### config.mk
export PLATFORM = sky130hd
export DESIGN_NAME = iq_gen_hls_deadlock_param_monitor_flat
export DESIGN_NICKNAME = d
export VERILOG_FILES = /design/src/rtl/iq_gen_hls_deadlock_param_monitor_if.sv /design/src/rtl/iq_gen_hls_deadlock_param_monitor.sv /design/src/flat_wrapper.sv
export SDC_FILE = /design/constraint.sdc
export NUM_CORES = 1
export LEC_CHECK = 0
export BUFFER_PORTS_ARGS = -buffer_cell sky130_fd_sc_hd__buf_4
export CORE_UTILIZATION = 51
export CTS_BUF_LIST = sky130_fd_sc_hd__clkbuf_8
export DETAILED_ROUTE_END_ITERATION = 8
export PLACE_DENSITY = 0.69
export SYNTH_ARGS = -nofsm -noshare
export SYNTH_HDL_FRONTEND = slang
export SYNTH_SLANG_ARGS = --single-unit
### constraint.sdc
create_clock -name clock -period 2.9 [get_ports clock]
set_input_delay 0.145 -clock clock [delete_from_list [all_inputs] [get_ports clock]]
set_output_delay 0.145 -clock clock [all_outputs]
set_load 0.1 [all_outputs]
### src/rtl/iq_gen_hls_deadlock_param_monitor_if.sv
// Monitor-side bundle for the IQ-generator deadlock monitor: block indicators in,
// filtered flag, blocked-stream report and statistics out.
interface iq_gen_hls_deadlock_param_monitor_if #(
    parameter int NUM_AXIS = 4,
    parameter int NUM_SUB  = 2,
    parameter int CNT_W    = 32
);
    localparam int IDX_W = $clog2(NUM_AXIS + 1);

    logic [NUM_AXIS-1:0] axis_block_sigs;
    logic [NUM_SUB-1:0]  sub_block_sigs;
    logic [NUM_SUB-1:0]  inst_idle_sigs;
    logic                clear;

    logic [NUM_AXIS-1:0] axis_block_info;
    logic [IDX_W-1:0]    first_block_idx;
    logic                block;
    logic [CNT_W-1:0]    block_cycles;
    logic [7:0]          block_events;

    modport master (
        output axis_block_sigs, sub_block_sigs, inst_idle_sigs, clear,
        input  axis_block_info, first_block_idx, block, block_cycles, block_events
    );

    modport slave (
        input  axis_block_sigs, sub_block_sigs, inst_idle_sigs, clear,
        output axis_block_info, first_block_idx, block, block_cycles, block_events
    );
endinterface

### src/rtl/iq_gen_hls_deadlock_param_monitor.sv
// Multi-channel deadlock monitor: filters the raw block condition over HOLD_CYCLES
// consecutive cycles, reports blocked streams and keeps saturating statistics.
//
//   state   | meaning
//   --------+-----------------------------------------------------------
//   IDLE    | no raw block seen last cycle, persistence count at zero
//   PEND    | raw block present, still qualifying toward HOLD_CYCLES
//   BLOCKED | qualified deadlock, block output asserted
module iq_gen_hls_deadlock_param_monitor #(
    parameter int NUM_AXIS    = 4,
    parameter int NUM_SUB     = 2,
    parameter int HOLD_CYCLES = 16,
    parameter int CNT_W       = 32,
    parameter int STICKY      = 0
) (
    input  logic clock,
    input  logic reset,
    iq_gen_hls_deadlock_param_monitor_if.slave mon
);
    localparam int          IDX_W = $clog2(NUM_AXIS + 1);
    localparam logic [15:0] HOLD  = 16'(HOLD_CYCLES);

    typedef enum logic [1:0] {IDLE, PEND, BLOCKED} state_t;

    state_t              state, state_nxt;
    logic [15:0]         pc;
    logic [NUM_SUB-1:0]  sub_live;
    logic                raw;
    logic                entry;
    logic [IDX_W-1:0]    penc;
    logic [NUM_AXIS-1:0] info_q, info_nxt;
    logic [IDX_W-1:0]    fidx_q;
    logic                block_q;
    logic [CNT_W-1:0]    cyc_q;
    logic [7:0]          ev_q;

    // An idle child cannot be the cause of a deadlock.
    assign sub_live = mon.sub_block_sigs & ~mon.inst_idle_sigs;
    assign raw      = (|mon.axis_block_sigs) | (|sub_live);

    always_comb begin
        penc = IDX_W'(NUM_AXIS);
        for (int i = NUM_AXIS - 1; i >= 0; i--) begin
            if (mon.axis_block_sigs[i]) penc = IDX_W'(i);
        end
    end

    always_comb begin
        state_nxt = state;
        case (state)
            IDLE: begin
                if (raw) state_nxt = (HOLD_CYCLES > 1) ? PEND : BLOCKED;
            end
            PEND: begin
                if (!raw)                      state_nxt = IDLE;
                else if (pc + 16'd1 == HOLD)   state_nxt = BLOCKED;
            end
            BLOCKED: begin
                if (STICKY == 0 && !raw) state_nxt = IDLE;
            end
            default: state_nxt = IDLE;
        endcase
        if (mon.clear) state_nxt = IDLE;
    end

    assign entry = (state != BLOCKED) && (state_nxt == BLOCKED);

    // Sticky mode accumulates every stream seen during the episode.
    always_comb begin
        info_nxt = '0;
        if (state_nxt == BLOCKED) begin
            if (entry || STICKY == 0) info_nxt = mon.axis_block_sigs;
            else                      info_nxt = info_q | mon.axis_block_sigs;
        end
    end

    always_ff @(posedge clock or posedge reset) begin
        if (reset) begin
            state   <= IDLE;
            pc      <= '0;
            block_q <= 1'b0;
            info_q  <= '0;
            fidx_q  <= '0;
            cyc_q   <= '0;
            ev_q    <= '0;
        end else begin
            state   <= state_nxt;
            block_q <= (state_nxt == BLOCKED);
            info_q  <= info_nxt;

            // Cleared with the FSM so qualification restarts from zero after clear.
            if (mon.clear || !raw) pc <= '0;
            else if (pc != HOLD)   pc <= pc + 16'd1;

            if (mon.clear)  fidx_q <= '0;
            else if (entry) fidx_q <= penc;

            if (mon.clear)               cyc_q <= '0;
            else if (block_q && ~&cyc_q) cyc_q <= cyc_q + 1'b1;

            if (mon.clear)                   ev_q <= '0;
            else if (entry && ev_q != 8'hFF) ev_q <= ev_q + 8'd1;
        end
    end

    assign mon.block           = block_q;
    assign mon.axis_block_info = block_q ? info_q : '0;
    assign mon.first_block_idx = fidx_q;
    assign mon.block_cycles    = cyc_q;
    assign mon.block_events    = ev_q;
endmodule

### src/flat_wrapper.sv
// flat-port wrapper written by rule: the top's interface ports become plain ports
module iq_gen_hls_deadlock_param_monitor_flat 
#(
    parameter int NUM_AXIS    = 4,
    parameter int NUM_SUB     = 2,
    parameter int HOLD_CYCLES = 16,
    parameter int CNT_W       = 32,
    parameter int STICKY      = 0
)
  (clock, reset, mon_axis_block_sigs, mon_sub_block_sigs, mon_inst_idle_sigs, mon_clear, mon_axis_block_info, mon_first_block_idx, mon_block, mon_block_cycles, mon_block_events);
  iq_gen_hls_deadlock_param_monitor_if #(.NUM_AXIS(NUM_AXIS), .NUM_SUB(NUM_SUB), .CNT_W(CNT_W)) mon_i ();
  input  logic clock;
  input  logic reset;
  input wire logic [$bits(mon_i.axis_block_sigs)-1:0] mon_axis_block_sigs;
  input wire logic [$bits(mon_i.sub_block_sigs)-1:0] mon_sub_block_sigs;
  input wire logic [$bits(mon_i.inst_idle_sigs)-1:0] mon_inst_idle_sigs;
  input wire logic [$bits(mon_i.clear)-1:0] mon_clear;
  output wire logic [$bits(mon_i.axis_block_info)-1:0] mon_axis_block_info;
  output wire logic [$bits(mon_i.first_block_idx)-1:0] mon_first_block_idx;
  output wire logic [$bits(mon_i.block)-1:0] mon_block;
  output wire logic [$bits(mon_i.block_cycles)-1:0] mon_block_cycles;
  output wire logic [$bits(mon_i.block_events)-1:0] mon_block_events;
  assign mon_i.axis_block_sigs = mon_axis_block_sigs;
  assign mon_i.sub_block_sigs = mon_sub_block_sigs;
  assign mon_i.inst_idle_sigs = mon_inst_idle_sigs;
  assign mon_i.clear = mon_clear;
  assign mon_axis_block_info = mon_i.axis_block_info;
  assign mon_first_block_idx = mon_i.first_block_idx;
  assign mon_block = mon_i.block;
  assign mon_block_cycles = mon_i.block_cycles;
  assign mon_block_events = mon_i.block_events;
  iq_gen_hls_deadlock_param_monitor #(.NUM_AXIS(NUM_AXIS), .NUM_SUB(NUM_SUB), .HOLD_CYCLES(HOLD_CYCLES), .CNT_W(CNT_W), .STICKY(STICKY)) u_core (.clock(clock), .reset(reset), .mon(mon_i));
endmodule
==> key figures <==
Synthesis
  • Ys async rst share: 1.00
  • Syn Std Cell Area: 3690 um^2
  • Synth Warn #: 0
  • Cells after Synth: 397
  • Synth Flop Type: dfrtp_1
  • Synth Area per Inst: 9.29 um^2
  • Post-synthesis sequential area ratio: 0.448
  • Synth Net Count: 412
  • Flops & latches, synth: 66
  • Netlist cell types: 49
  • Post-synth EDFFs: 0

Clocking
  • Worst-Skew Late Latency: 0.35 ns
  • CTS tree: yes
  • Htree depth: 3
  • # Post-CTS Setup Buffers: 0
  • Clock transition at path regs: 0.07 ns
  • CTS max path bufs: 2
  • Clock sinks: 66
  • CTS Buf Count: 9
  • Root buf cell: clkbuf_8

Floorplanning
  • Full die area: 7580 um^2
  • Core area: 6910 um^2
  • Chip height: 87.1 um
  • Row count: 30
  • Ports: 59
  • Die width: 87.1 um
  • Starting Density: 0.534

Worst setup path
  • CP Data Arrival Time: 2.97 ns
  • Setup CP Type: reg2reg
  • CP required: 3.17 ns
  • Setup crit start kind: flop
  • Crit path capture type: flop
  • Peak fanout along the critical path: 13

STA
  • Hold Slack: 0.0467 ns
  • Minimum clock period: 2.70 ns
  • Achievable frequency: 0.370 GHz
  • Clock Skews: 0.0102 ns
  • Slew margin rel.: 0.611
  • Fin Setup TNS: 0 ns
  • Worst-Margin Slew: 0.584 ns
  • Setup repair after global routing missed its margin: no
  • Final setup viols: 0
  • Final Hold Viols: 0
  • Max Slew Vio Count: 0
  • Final Cycle Share: 0.933

Drt
  • Routed WL per cell: 15.4 um
  • Final wirelength: 8500 um
  • Drt first-iter violations: 133
  • Residual DRC: 0
  • Antenna-violating nets left: 0
  • Via/cell ratio: 5.63
  • Vias: 3097
  • 1st-pass router iterations: 4

Global routing
  • Vias in the first global route: 2778
  • Largest net degree at the start of global routing: 47
  • GRT Util Overall: 0.233
  • Gr ovfl total: 0
  • Initial antenna violation count: 0
  • First-pass GRT wire length: 13600 um

Pwr
  • Sequential share of power: 0.518
  • Clock Power Share: 0.443
  • Max rail drop VDD: 0.000334 V
  • Combinational share of power: 0.038
  • Pint: 1390 uW
  • Sw power: 406 uW
  • Pleak: 0.00181 uW
  • Switch share: 0.226
  • PwrDens: 410 nW/um^2

Placed design
  • Post-DP HPWL: 5510 um
  • Routability cong.: 0.813
  • Port-buffer cells: 58

Layout
  • Most common cell after layout, fill and taps aside: dfrtp_1
  • Layout cell share with drive strength beyond 1: 0.203
  • Nets@finish: 464
  • Commonest cells after routing, fill and taps aside: dfrtp_1 (66), buf_4 (64), nor2_1 (52)
  • Area growth syn-to-layout: 18.8%
  • # diodes: 0

Min path
  • Worst Hold Class: in2reg

Status
  • Status: completed

Job
  • Max-Cap Viols: 0
## per-layer routing
layer,GRT usage,vias to the layer above,share of wire
met5,0,-,0
met4,0.0606,0,0.0079
met3,0.0616,7,0.040
met2,0.343,72,0.45
met1,0.339,1503,0.50
li1,-,1515,-
## metrics by stage
stage / utilization / cells / total power [uW] / area, um^2 / worst slack, ns
after global placement: 0.601 / 532 / 1020 / 4150 / 0.268
final: 0.635 / 550 / 1800 / 4380 / 0.196
after detailed placement: 0.601 / 532 / 1020 / 4150 / 0.181
after global routing: 0.635 / 550 / 1860 / 4380 / 0.0307
after floorplan: - / 397 / 990 / 3690 / 0.119
after CTS: 0.632 / 549 / 1820 / 4360 / 0.160
## Yosys cell counts (2+ instances only)
cell type | n | share of area
xor2_1 | 9 | 0.021
o21ai_0 | 12 | 0.016
a21oi_1 | 20 | 0.027
nand3_1 | 24 | 0.033
and4_1 | 5 | 0.012
nor3b_1 | 2 | 0.0041
or4_1 | 6 | 0.012
or3_1 | 8 | 0.014
dfrtp_1 | 66 | 0.45
buf_6 | 4 | 0.012
and3_1 | 10 | 0.017
and2_1 | 12 | 0.020
clkbuf_1 | 10 | 0.010
xnor2_1 | 33 | 0.078
inv_1 | 13 | 0.013
o21a_1 | 2 | 0.0041
buf_4 | 2 | 0.0041
nor4_1 | 13 | 0.022
nand4_1 | 17 | 0.029
o31ai_1 | 5 | 0.010
nand2_1 | 16 | 0.016
buf_2 | 9 | 0.012
nor2_1 | 52 | 0.053
nand2b_1 | 5 | 0.0085
nor3_1 | 15 | 0.020
ha_1 | 4 | 0.014
## power groups by stage
stage | sequential [uW] | clock, uW | combinational [uW]
global placement | 947 | 0 | 69.8
CTS | 930 | 820 | 71.3
detailed placement | 948 | 0 | 69.7
global route | 931 | 853 | 78.8
floorplan | 945 | 0 | 45.1
finish | 930 | 796 | 69.0
## area by class of cell
class	count	area, um^2
Clock inverter	5	53.8
Sequential cell	66	1650
Multi-Input combinational cell	293	1860
Inverter	14	52.6
Clock buffer	11	151
Fill cell	633	2520
Timing Repair Buffer	65	490
Tap cell	96	120
## logic make-up (layout without fill, tap and decap cells)
logic type,after synthesis,after routing,share of synthesized area
AND/OR/NAND/NOR,192,192,0.281
multiplexers,1,1,0.00305
XOR/XNOR,42,42,0.0997
AO/OA/AOI/OAI,53,54,0.102
buffers and inverters,39,95,0.0529
adder cells (fa/ha/maj),4,4,0.0136
flip-flops,66,66,0.448
## path summary, 6_finish.rpt
check                                                     end                           from  cells past startpoint  slack [ns]
worst max-delay path               u_core.mon.block_events[4]                   u_core.pc[0]                      7        0.20
worst min-delay path                         u_core.info_q[2]         mon_axis_block_sigs[2]                      2        0.05
worst max register to register     u_core.mon.block_events[4]                   u_core.pc[0]                      7        0.20
worst min register to register  u_core.mon.first_block_idx[1]  u_core.mon.first_block_idx[1]                      2        0.56
max in group asynchronous                       u_core.pc[13]                          reset                      4        1.99
min in group asynchronous         u_core.mon.block_cycles[15]                          reset                      4        0.39
## worst max-delay path: stages, from the launching register on
cell       delay, ns
dfrtp_1         0.43
ha_1            0.31
nand4_1         0.17
or4_4           0.46
a22oi_4         0.26
o2111ai_4       0.27
or4_1           0.58
a21oi_1         0.16
## what timing repair did
action / 4_1_cts / 5_1_grt
setup endpoints to repair: 0 / 4
resized for setup: 0 / 1
hold buffers: 1 / 0
endpoints found under the hold margin: 66 / 0
## flip-flops by register name, summed over array words and instances, names as in the netlist
| name | flops |
|---|---|
| u_core.info_q | 4 |
| u_core.mon.first_block_idx | 3 |
| u_core.mon.block_events | 8 |
| u_core.pc | 16 |
| u_core.mon.block_cycles | 32 |
| u_core.state | 2 |
| u_core.mon.block | 1 |
Power figures use the tool's default switching activity.
